`config.mk`:
```
export PLATFORM = sky130hd
export DESIGN_NAME = icache_refill_ctrl_flat
export DESIGN_NICKNAME = d
export VERILOG_FILES = /design/src/rtl/icache_pkg.sv /design/src/rtl/icache_refill_ctrl_if.sv /design/src/rtl/icache_ram_arb.sv /design/src/rtl/icache_refill_ctrl.sv /design/src/flat_wrapper.sv
export SDC_FILE = /design/constraint.sdc
export NUM_CORES = 1
export LEC_CHECK = 0
export CORE_MARGIN = 2
export CORE_UTILIZATION = 28
export CTS_CLUSTER_SIZE = 16
export DETAILED_ROUTE_END_ITERATION = 16
export GPL_TIMING_DRIVEN = 0
export PLACE_DENSITY = 0.76
export SLEW_MARGIN = 20
export SYNTH_ARGS = -nofsm -noshare
export SYNTH_HDL_FRONTEND = slang
export SYNTH_SLANG_ARGS = --single-unit
export TNS_END_PERCENT = 30
```
`constraint.sdc`:
```
create_clock -name clk_i -period 2.3 [get_ports clk_i]
set_input_delay 0.46 -clock clk_i [delete_from_list [all_inputs] [get_ports clk_i]]
set_output_delay 0.46 -clock clk_i [all_outputs]
set_load 0.05 [all_outputs]
```
`src/rtl/icache_pkg.sv`:
```
// Shared geometry constants, FSM encoding and small address helpers for the icache refill path.
package icache_pkg;

    localparam int unsigned ADDR_W   = 32;
    localparam int unsigned DATA_W   = 64;
    localparam int unsigned INDEX_W  = 8;
    localparam int unsigned BEATS    = 4;
    localparam int unsigned BEAT_W   = $clog2(BEATS);
    localparam int unsigned OFFSET_W = 5;
    localparam int unsigned RAM_AW   = INDEX_W + BEAT_W;

    typedef enum logic [1:0] {
        IDLE = 2'd0,
        REQ  = 2'd1,
        FILL = 2'd2,
        DONE = 2'd3
    } state_t;

    // One data RAM write: word address {index, beat} and payload
    typedef struct packed {
        logic [RAM_AW-1:0] addr;
        logic [DATA_W-1:0] data;
    } ram_wr_t;

    // Line index taken from a byte address
    function automatic logic [INDEX_W-1:0] line_index(input logic [ADDR_W-1:0] addr);
        return addr[OFFSET_W +: INDEX_W];
    endfunction

    // Line-aligned byte address (offset bits cleared)
    function automatic logic [ADDR_W-1:0] line_base(input logic [ADDR_W-1:0] addr);
        return {addr[ADDR_W-1:OFFSET_W], OFFSET_W'(0)};
    endfunction

endpackage

```
`src/rtl/icache_refill_ctrl_if.sv`:
```
// Core read port, refill handshake, bus burst channel and data RAM port of the refill controller.
interface icache_refill_ctrl_if;
    import icache_pkg::*;

    logic                rd_req_i;
    logic [RAM_AW-1:0]   rd_addr_i;
    logic                rd_gnt_o;
    logic                rd_valid_o;

    logic                refill_req_i;
    logic [ADDR_W-1:0]   refill_addr_i;
    logic                refill_busy_o;
    logic                refill_done_o;
    logic                refill_err_o;

    logic                bus_req_o;
    logic [ADDR_W-1:0]   bus_addr_o;
    logic                bus_gnt_i;
    logic                bus_rvalid_i;
    logic [DATA_W-1:0]   bus_rdata_i;
    logic                bus_rlast_i;
    logic                bus_err_i;

    logic [RAM_AW-1:0]   ram_addr_o;
    logic [DATA_W-1:0]   ram_wdata_o;
    logic                ram_wr_o;

    // Controller side
    modport slave (
        input  rd_req_i, rd_addr_i,
        output rd_gnt_o, rd_valid_o,
        input  refill_req_i, refill_addr_i,
        output refill_busy_o, refill_done_o, refill_err_o,
        output bus_req_o, bus_addr_o,
        input  bus_gnt_i, bus_rvalid_i, bus_rdata_i, bus_rlast_i, bus_err_i,
        output ram_addr_o, ram_wdata_o, ram_wr_o
    );

    // Environment side (core, tag logic, bus, RAM)
    modport master (
        output rd_req_i, rd_addr_i,
        input  rd_gnt_o, rd_valid_o,
        output refill_req_i, refill_addr_i,
        input  refill_busy_o, refill_done_o, refill_err_o,
        input  bus_req_o, bus_addr_o,
        output bus_gnt_i, bus_rvalid_i, bus_rdata_i, bus_rlast_i, bus_err_i,
        input  ram_addr_o, ram_wdata_o, ram_wr_o
    );

endinterface

```
`src/rtl/icache_ram_arb.sv`:
```
// Data RAM port mux: refill writes win, core reads are blocked on the line being refilled.
module icache_ram_arb
    import icache_pkg::*;
(
    input  logic                i_fill_wr,
    input  ram_wr_t             i_fill,
    input  logic                i_busy,
    input  logic [INDEX_W-1:0]  i_index,
    input  logic                i_rd_req,
    input  logic [RAM_AW-1:0]   i_rd_addr,
    output logic                o_rd_gnt_c,
    output logic [RAM_AW-1:0]   o_ram_addr_c,
    output logic [DATA_W-1:0]   o_ram_wdata_c,
    output logic                o_ram_wr_c
);

    logic w_hazard;

    // A read of the line under refill would return a partially filled line
    assign w_hazard = i_busy & (i_rd_addr[RAM_AW-1:BEAT_W] == i_index);

    // Grant and RAM port steering
    always_comb begin
        o_rd_gnt_c    = i_rd_req & ~i_fill_wr & ~w_hazard;
        o_ram_addr_c  = i_rd_addr;
        o_ram_wdata_c = '0;
        o_ram_wr_c    = 1'b0;
        if (i_fill_wr) begin
            o_ram_addr_c  = i_fill.addr;
            o_ram_wdata_c = i_fill.data;
            o_ram_wr_c    = 1'b1;
        end
    end

endmodule

```
`src/rtl/icache_refill_ctrl.sv`:
```
// Icache line refill controller: runs the bus read burst for a miss and shares the data RAM with core reads.
module icache_refill_ctrl
    import icache_pkg::*;
(
    input  logic                 clk_i,
    input  logic                 rst_n_i,
    icache_refill_ctrl_if.slave  bus_if
);

    state_t               r_state;
    state_t               w_state_nxt;

    logic [BEAT_W-1:0]    r_cnt;
    logic                 r_over;
    logic                 r_err;
    logic [INDEX_W-1:0]   r_index;
    logic [ADDR_W-1:0]    r_bus_addr;
    logic                 r_rd_valid;

    logic                 w_busy;
    logic                 w_bus_req;
    logic                 w_done;
    logic                 w_fill_wr;
    logic                 w_beat_err;
    logic                 w_last_slot;
    logic                 w_rd_gnt;
    ram_wr_t              w_fill;
    logic                 w_unused;

    assign w_last_slot = (r_cnt == BEAT_W'(BEATS - 1));
    assign w_fill      = '{addr: {r_index, r_cnt}, data: bus_if.bus_rdata_i};
    assign w_unused    = ^bus_if.refill_addr_i[OFFSET_W-1:0];

    // State register
    always_ff @(posedge clk_i or negedge rst_n_i) begin
        if (!rst_n_i) begin
            r_state <= IDLE;
        end else begin
            r_state <= w_state_nxt;
        end
    end

    // Next-state logic
    always_comb begin
        w_state_nxt = r_state;
        case (r_state)
            IDLE: if (bus_if.refill_req_i) w_state_nxt = REQ;
            REQ:  if (bus_if.bus_gnt_i)    w_state_nxt = FILL;
            FILL: if (bus_if.bus_rvalid_i && (bus_if.bus_rlast_i || bus_if.bus_err_i))
                      w_state_nxt = DONE;
            DONE: w_state_nxt = IDLE;
            default: w_state_nxt = IDLE;
        endcase
    end

    // State decode: handshake outputs, beat write enable and beat error detection
    always_comb begin
        w_busy     = 1'b0;
        w_bus_req  = 1'b0;
        w_done     = 1'b0;
        w_fill_wr  = 1'b0;
        w_beat_err = 1'b0;
        case (r_state)
            REQ: begin
                w_busy    = 1'b1;
                w_bus_req = 1'b1;
            end
            FILL: begin
                w_busy     = 1'b1;
                w_fill_wr  = bus_if.bus_rvalid_i & ~r_over;
                w_beat_err = bus_if.bus_rvalid_i &
                             (bus_if.bus_err_i | r_over | (bus_if.bus_rlast_i & ~w_last_slot));
            end
            DONE: begin
                w_busy = 1'b1;
                w_done = 1'b1;
            end
            default: ;
        endcase
    end

    // Miss latch, beat counter, overflow flag and sticky error
    always_ff @(posedge clk_i or negedge rst_n_i) begin
        if (!rst_n_i) begin
            r_index    <= '0;
            r_bus_addr <= '0;
            r_cnt      <= '0;
            r_over     <= 1'b0;
            r_err      <= 1'b0;
        end else begin
            if (r_state == IDLE && bus_if.refill_req_i) begin
                r_index    <= line_index(bus_if.refill_addr_i);
                r_bus_addr <= line_base(bus_if.refill_addr_i);
                r_err      <= 1'b0;
            end
            if (r_state == REQ && bus_if.bus_gnt_i) begin
                r_cnt  <= '0;
                r_over <= 1'b0;
            end
            if (w_fill_wr) begin
                r_cnt <= BEAT_W'(r_cnt + 1'b1);
                if (w_last_slot) begin
                    r_over <= 1'b1;
                end
            end
            if (w_beat_err) begin
                r_err <= 1'b1;
            end
        end
    end

    // Read data is valid the cycle after its grant
    always_ff @(posedge clk_i or negedge rst_n_i) begin
        if (!rst_n_i) begin
            r_rd_valid <= 1'b0;
        end else begin
            r_rd_valid <= w_rd_gnt;
        end
    end

    icache_ram_arb u_ram_arb (
        .i_fill_wr     (w_fill_wr),
        .i_fill        (w_fill),
        .i_busy        (w_busy),
        .i_index       (r_index),
        .i_rd_req      (bus_if.rd_req_i),
        .i_rd_addr     (bus_if.rd_addr_i),
        .o_rd_gnt_c    (w_rd_gnt),
        .o_ram_addr_c  (bus_if.ram_addr_o),
        .o_ram_wdata_c (bus_if.ram_wdata_o),
        .o_ram_wr_c    (bus_if.ram_wr_o)
    );

    assign bus_if.rd_gnt_o      = w_rd_gnt;
    assign bus_if.rd_valid_o    = r_rd_valid;
    assign bus_if.refill_busy_o = w_busy;
    assign bus_if.refill_done_o = w_done;
    assign bus_if.refill_err_o  = w_done & r_err;
    assign bus_if.bus_req_o     = w_bus_req;
    assign bus_if.bus_addr_o    = r_bus_addr;

endmodule

```
`src/flat_wrapper.sv`:
```
// flat-port wrapper written by rule: the top's interface ports become plain ports
module icache_refill_ctrl_flat import icache_pkg::*;
  (clk_i, rst_n_i, bus_if_rd_req_i, bus_if_rd_addr_i, bus_if_rd_gnt_o, bus_if_rd_valid_o, bus_if_refill_req_i, bus_if_refill_addr_i, bus_if_refill_busy_o, bus_if_refill_done_o, bus_if_refill_err_o, bus_if_bus_req_o, bus_if_bus_addr_o, bus_if_bus_gnt_i, bus_if_bus_rvalid_i, bus_if_bus_rdata_i, bus_if_bus_rlast_i, bus_if_bus_err_i, bus_if_ram_addr_o, bus_if_ram_wdata_o, bus_if_ram_wr_o);
  icache_refill_ctrl_if bus_if_i ();
  input  logic clk_i;
  input  logic rst_n_i;
  input wire logic [$bits(bus_if_i.rd_req_i)-1:0] bus_if_rd_req_i;
  input wire logic [$bits(bus_if_i.rd_addr_i)-1:0] bus_if_rd_addr_i;
  output wire logic [$bits(bus_if_i.rd_gnt_o)-1:0] bus_if_rd_gnt_o;
  output wire logic [$bits(bus_if_i.rd_valid_o)-1:0] bus_if_rd_valid_o;
  input wire logic [$bits(bus_if_i.refill_req_i)-1:0] bus_if_refill_req_i;
  input wire logic [$bits(bus_if_i.refill_addr_i)-1:0] bus_if_refill_addr_i;
  output wire logic [$bits(bus_if_i.refill_busy_o)-1:0] bus_if_refill_busy_o;
  output wire logic [$bits(bus_if_i.refill_done_o)-1:0] bus_if_refill_done_o;
  output wire logic [$bits(bus_if_i.refill_err_o)-1:0] bus_if_refill_err_o;
  output wire logic [$bits(bus_if_i.bus_req_o)-1:0] bus_if_bus_req_o;
  output wire logic [$bits(bus_if_i.bus_addr_o)-1:0] bus_if_bus_addr_o;
  input wire logic [$bits(bus_if_i.bus_gnt_i)-1:0] bus_if_bus_gnt_i;
  input wire logic [$bits(bus_if_i.bus_rvalid_i)-1:0] bus_if_bus_rvalid_i;
  input wire logic [$bits(bus_if_i.bus_rdata_i)-1:0] bus_if_bus_rdata_i;
  input wire logic [$bits(bus_if_i.bus_rlast_i)-1:0] bus_if_bus_rlast_i;
  input wire logic [$bits(bus_if_i.bus_err_i)-1:0] bus_if_bus_err_i;
  output wire logic [$bits(bus_if_i.ram_addr_o)-1:0] bus_if_ram_addr_o;
  output wire logic [$bits(bus_if_i.ram_wdata_o)-1:0] bus_if_ram_wdata_o;
  output wire logic [$bits(bus_if_i.ram_wr_o)-1:0] bus_if_ram_wr_o;
  assign bus_if_i.rd_req_i = bus_if_rd_req_i;
  assign bus_if_i.rd_addr_i = bus_if_rd_addr_i;
  assign bus_if_rd_gnt_o = bus_if_i.rd_gnt_o;
  assign bus_if_rd_valid_o = bus_if_i.rd_valid_o;
  assign bus_if_i.refill_req_i = bus_if_refill_req_i;
  assign bus_if_i.refill_addr_i = bus_if_refill_addr_i;
  assign bus_if_refill_busy_o = bus_if_i.refill_busy_o;
  assign bus_if_refill_done_o = bus_if_i.refill_done_o;
  assign bus_if_refill_err_o = bus_if_i.refill_err_o;
  assign bus_if_bus_req_o = bus_if_i.bus_req_o;
  assign bus_if_bus_addr_o = bus_if_i.bus_addr_o;
  assign bus_if_i.bus_gnt_i = bus_if_bus_gnt_i;
  assign bus_if_i.bus_rvalid_i = bus_if_bus_rvalid_i;
  assign bus_if_i.bus_rdata_i = bus_if_bus_rdata_i;
  assign bus_if_i.bus_rlast_i = bus_if_bus_rlast_i;
  assign bus_if_i.bus_err_i = bus_if_bus_err_i;
  assign bus_if_ram_addr_o = bus_if_i.ram_addr_o;
  assign bus_if_ram_wdata_o = bus_if_i.ram_wdata_o;
  assign bus_if_ram_wr_o = bus_if_i.ram_wr_o;
  icache_refill_ctrl u_core (.clk_i(clk_i), .rst_n_i(rst_n_i), .bus_if(bus_if_i));
endmodule
```
After elaboration in Yosys (flattened, before gate mapping). Cells that the tools add are included.

Bits of input ports: 114. Register bits: 42. Logic and storage cells: 57.

$add $sub $neg: 1. Bitwise operators: 13. Eq/ne operators: 8. Muxes and demuxes: 19. Reductions and logical operators: 9.

Operators with widths (count): 64-bit 2-to-1 mux (1); 1-bit 2-to-1 mux (11); 10-bit 2-to-1 mux (1); 2-bit 2-to-1 mux (5); 8-bit == test (1); 2-bit case mux with 4 select lines (1); 1-bit bitwise AND (7); 2-bit == test (second input constant) (3); 2-bit inequality test (second input constant) (2); 1-bit inverter (4); 2-bit nonzero test (2); 1-bit logical AND (3); 3-bit AND reduction (1); 3-bit OR reduction (1); 2-bit by 1-bit adder with 2-bit output (second input constant) (1); 2-bit by 1-bit == test with 1-bit output (second input constant) (1); 2-bit zero test (1); 2-bit by 1-bit inequality test with 1-bit output (second input constant) (1); 1-bit OR (2); 1-bit logical OR (1).

Longest topological paths before layout.
Word-level depth: 7. Mapped depth: 7.

Cells and area by module. Synthesis repeated with hierarchy kept, for this count alone.

Cells, all modules: 198. Area, all modules: 2092.0 sq um.

By module, submodules not included: icache_refill_ctrl (cells each 103, times used 1, area each 1430.1 sq um); icache_ram_arb (cells each 95, times used 1, area each 661.9 sq um).

Worst setup path before layout. No wires, ideal clock.

Path type: reg2out. From: reg u_core.r_state[0]. To: out bus_if_rd_gnt_o. Slack: -117 ps. Cell stages (with the launch flop): 7. Path buffers: 1. Arrival time: 1957 ps. Cells stage by stage: dfrtp_1 -> inv_1 -> ha_1 -> nand3b_4 -> buf_2 -> nand2_1 -> a41oi_1.

Longest elaborated chain between the ends: 6.

RTL lines: from (decl) (RTL line icache_refill_ctrl.sv:10) `state_t r_state;`; from (signal assigned) (RTL line icache_refill_ctrl.sv:39) `r_state <= w_state_nxt;`; 2-bit == test / 2-bit by 1-bit == test with 1-bit output (equally long branches) (RTL line icache_refill_ctrl.sv:63) `case (r_state)`; 3-bit OR reduction (no line); 1-bit 2-to-1 mux (RTL line icache_refill_ctrl.sv:63); 1-bit bitwise AND (RTL line icache_ram_arb.sv:20) `assign w_hazard = i_busy & (i_rd_addr[RAM_AW-1:BEAT_W] == i_index);`; 1-bit inverter (RTL line icache_ram_arb.sv:24) `o_rd_gnt_c = i_rd_req & ~i_fill_wr & ~w_hazard;`; 1-bit bitwise AND * (RTL line icache_ram_arb.sv:24); to (decl) (RTL line flat_wrapper.sv:9) `output wire logic [$bits(bus_if_i.rd_gnt_o)-1:0] bus_if_rd_gnt_o;`.

Mark *: on every way between the ends. The rest lies on a longest branch, timed or not.

Worst setup path in the final report.
From: reg u_core.r_state[0]. To: out bus_if_ram_wdata_o[15].

Longest elaborated chain between the ends: 3.

RTL lines: 2-bit == test (RTL line icache_refill_ctrl.sv:63); 1-bit 2-to-1 mux (RTL line icache_refill_ctrl.sv:63); 64-bit 2-to-1 mux (RTL line icache_ram_arb.sv:28) `if (i_fill_wr) begin`; to (decl) (RTL line flat_wrapper.sv:24) `output wire logic [$bits(bus_if_i.ram_wdata_o)-1:0] bus_if_ram_wdata_o;`.

No other way between the ends.

==> key figures <==
Outcome
  • Outcome: completed

CTS
  • Num CTS Buffers: 5
  • Clock root cell: clkbuf_8
  • Max H-tree Level: 2
  • Latest clock arrival within the worst-skew pair: 0.28 ns
  • CTS tree: built
  • CTS sink cnt: 34
  • Max Buffers Root-to-Sink: 2
  • Register clock-pin slew on the reported worst setup and hold paths: 0.07 ns

Die
  • Num ports: between 200 and 250
  • Core Footprint: 7250 um2
  • Overall die width: 90.4 um
  • Row count: 31
  • Starting Density: about 29%
  • Die Height: 90.4 um
  • Die area: about 8000 um2

Global route
  • Grt ovf: 0
  • First-pass GRT wire length: 14300 um
  • Vias in the first global route: between 2000 and 2500
  • Initial antenna violation count: 0
  • Largest net degree at the start of global routing: 24
  • Gr usage total: 22.7%

Routing
  • Initial drt markers: 52
  • Drt wl/cell: about 18 um
  • Antenna Nets Post-Route: 0
  • DRC: 0
  • Total wire length: between 9000 and 10000 um
  • First-pass DRT Iterations: 4
  • Via/cell ratio: 4.36
  • Vias: 2316

Pwr
  • Comb pwr share: 73.8%
  • Clock share of power: 7.5%
  • Cell Pwr Density: 1230 nW/um2
  • Leak: about 2.2 nW
  • Internal: 0.00289 W
  • Net Switching: 0.00306 W
  • Sw frac: 51.4%
  • VDD IR max: 1130 uV
  • Register share of total power: 18.7%

Timing
  • Fin. max-slew vios: 0
  • RSZ-0062 raised after global routing: true
  • Worst slew margin: 62.7%
  • Max Clock Skew: 0.00444 ns
  • Worst Tran Pin Value: 0.558 ns
  • Fin crit period: about 2.3 ns
  • Final period utilization: 99.3%
  • Finish-stage setup viols: 0
  • Peak Freq: 0.438 GHz
  • Final Hold Viols: 0

Synth
  • Largest area contributor in the netlist: dfrtp_1
  • Synth top area share: between 40% and 50%
  • Ys Warns: 0
  • Register area share after synthesis: 40.7%
  • Mapped Cells: ~200
  • Library cells used by synthesis: 27
  • Syn avg cell area: 10.6 um2
  • Syn Std Cell Area: 2090 um2
  • Synth top area cells: dfrtp_1 (41%), mux2_2 (20%), and2_1 (19%)
  • FF+latch count, synth: 34

Cells and area
  • # nets final: 551
  • Antenna diodes: 0
  • Fillers: around 600
  • Fraction of layout cells with a size suffix above 1: 42.1%
  • Fin cells: approximately 530
  • Synth-to-Final Area Change: 132%
  • Core Util, Final: 66.9%

Worst setup path
  • Crit path DAT: 1.82 ns
  • Crit path capture type: primary output
  • Crit path max fanout: 10
  • Critical path launch point type: register
  • Req. time, crit path: 1.84 ns
  • CP Class: reg -> out

Placed design
  • GP Congestion: 0.869
  • HPWL reported at the end of detailed placement: 7660 um
  • Placed instance count: 517
  • IO buf count: 216

Worst hold path
  • Min-Delay Path Class: in -> async

Job
  • Max cap viols: 0
path summary, 6_finish.rpt:
path / start / end / slack, ns / depth (start not counted)
min in group clk_i: u_core.r_err / u_core.r_err / 0.47 / 2
min reg2reg: u_core.r_err / u_core.r_err / 0.47 / 2
max in group asynchronous: rst_n_i / u_core.bus_if.bus_addr_o[22] / 1.81 / 2
max reg2reg: u_core.r_state[0] / u_core.r_index[0] / 0.43 / 6
min: rst_n_i / u_core.bus_if.bus_addr_o[16] / 0.07 / 1
max: u_core.r_state[0] / bus_if_ram_wdata_o[15] / 0.02 / 8
power by group through the flow:
stage | Clock, W | Sequential, W | Combinational [W]
floorplan | 0 | 0.00196 | 0.00180
global placement | 0 | 0.00110 | 0.00404
detailed placement | 0 | 0.00112 | 0.00407
CTS | 0.000466 | 0.00112 | 0.00414
global route | 0.000498 | 0.00116 | 0.00458
finish | 0.000448 | 0.00111 | 0.00439
synthesized netlist by cell type, drive strengths merged:
master	n
o21ai	5
nor3	1
and2	65
nor2	1
conb	1
nand3b	1
nand2	6
buf	10
a2bb2oi	1
mux2	38
nor4	1
nand3	2
clkbuf	5
a211oi	1
inv	8
xnor2	1
a41oi	1
dfrtp	34
xor2	7
a22oi	1
ha	6
a222oi	1
per-stage QoR:
stage	TNS (ns)	setup WS [ns]	power (W)	hold slack, ns	instance area (um2)
after floorplan	0	0.130	0.00376	0.164	2110
after global placement	-51.40	-0.837	0.00514	0.459	4400
after detailed placement	-51.79	-0.839	0.00519	0.376	4420
after CTS	-0.212	-0.0862	0.00573	0.0701	4500
after global routing	-3.75	-0.0910	0.00623	0.0799	4850
final	0	0.0160	0.00595	0.0714	4850
repair_timing:
item | 4_1_cts | 5_1_grt
cloned | 0 | 1
setup endpoints to repair | 78 | 78
setup buffers | 4 | 1
gates resized for setup | 467 | 128
hold buffers | 0 | 0
pin swaps | 3 | 16
cell usage in the layout, fill, tap and decap left out, types with 7 or more instances in the layout:
cell type,n
mux2_2,37
buf_6,22
dfrtp_1,34
buf_2,7
and2_4,31
clkdlybuf4s50_1,132
buf_4,20
xor2_1,7
and2_1,34
buf_8,36
layout make-up:
type                       instances  area [um2]  share of cell area, %
buffer                            15         156                   3.22
clock buffer                       7        86.3                   1.78
clock inverter                     1        5.00                  0.103
inverter                           8        32.5                  0.670
multi-input combinational        144        1240                   25.5
sequential                        34         851                   17.5
tap                               99         124                   2.55
timing repair buffer             223        2360                   48.6
registers in the layout, summed over array words and instances, names as in the netlist:
name / flops
u_core.r_over: 1
u_core.r_index: 7
u_core.bus_if.bus_addr_o: 20
u_core.bus_if.rd_valid_o: 1
u_core.r_state: 2
u_core.r_err: 1
u_core.r_cnt: 2
cells by family (layout without fill, tap and decap cells):
logic type | after synthesis | count (layout) | synth area share (%)
AOI/OAI and AO/OA | 10 | 10 | 3.23
xor gates and xnor gates | 8 | 8 | 3.35
adders and majority gates | 6 | 6 | 3.59
buffers and inverters | 23 | 254 | 5.74
DFF | 34 | 34 | 40.7
muxes | 38 | 38 | 20.5
other | 1 | 5 | 0.179
and+or+nand+nor | 77 | 77 | 22.8
per-layer routing:
| layer | GRT usage (%) | part of all wire, % | vias up |
|---|---|---|---|
| li1 | - | - | 1100 |
| met1 | 26.0 | 38 | 1089 |
| met2 | 40.9 | 51 | 119 |
| met3 | 8.60 | 9.0 | 8 |
| met4 | 3.46 | 1.3 | 0 |
| met5 | 0 | 0 | - |
critical path, cell delays in order (launching register included):
cell	delay (ns)
dfrtp_1	0.41
inv_2	0.09
ha_4	0.16
nand3b_4	0.17
inv_4	0.12
buf_8	0.14
buf_8	0.12
and2_4	0.17
buf_8	0.15
Power figures use the tool's default switching activity.
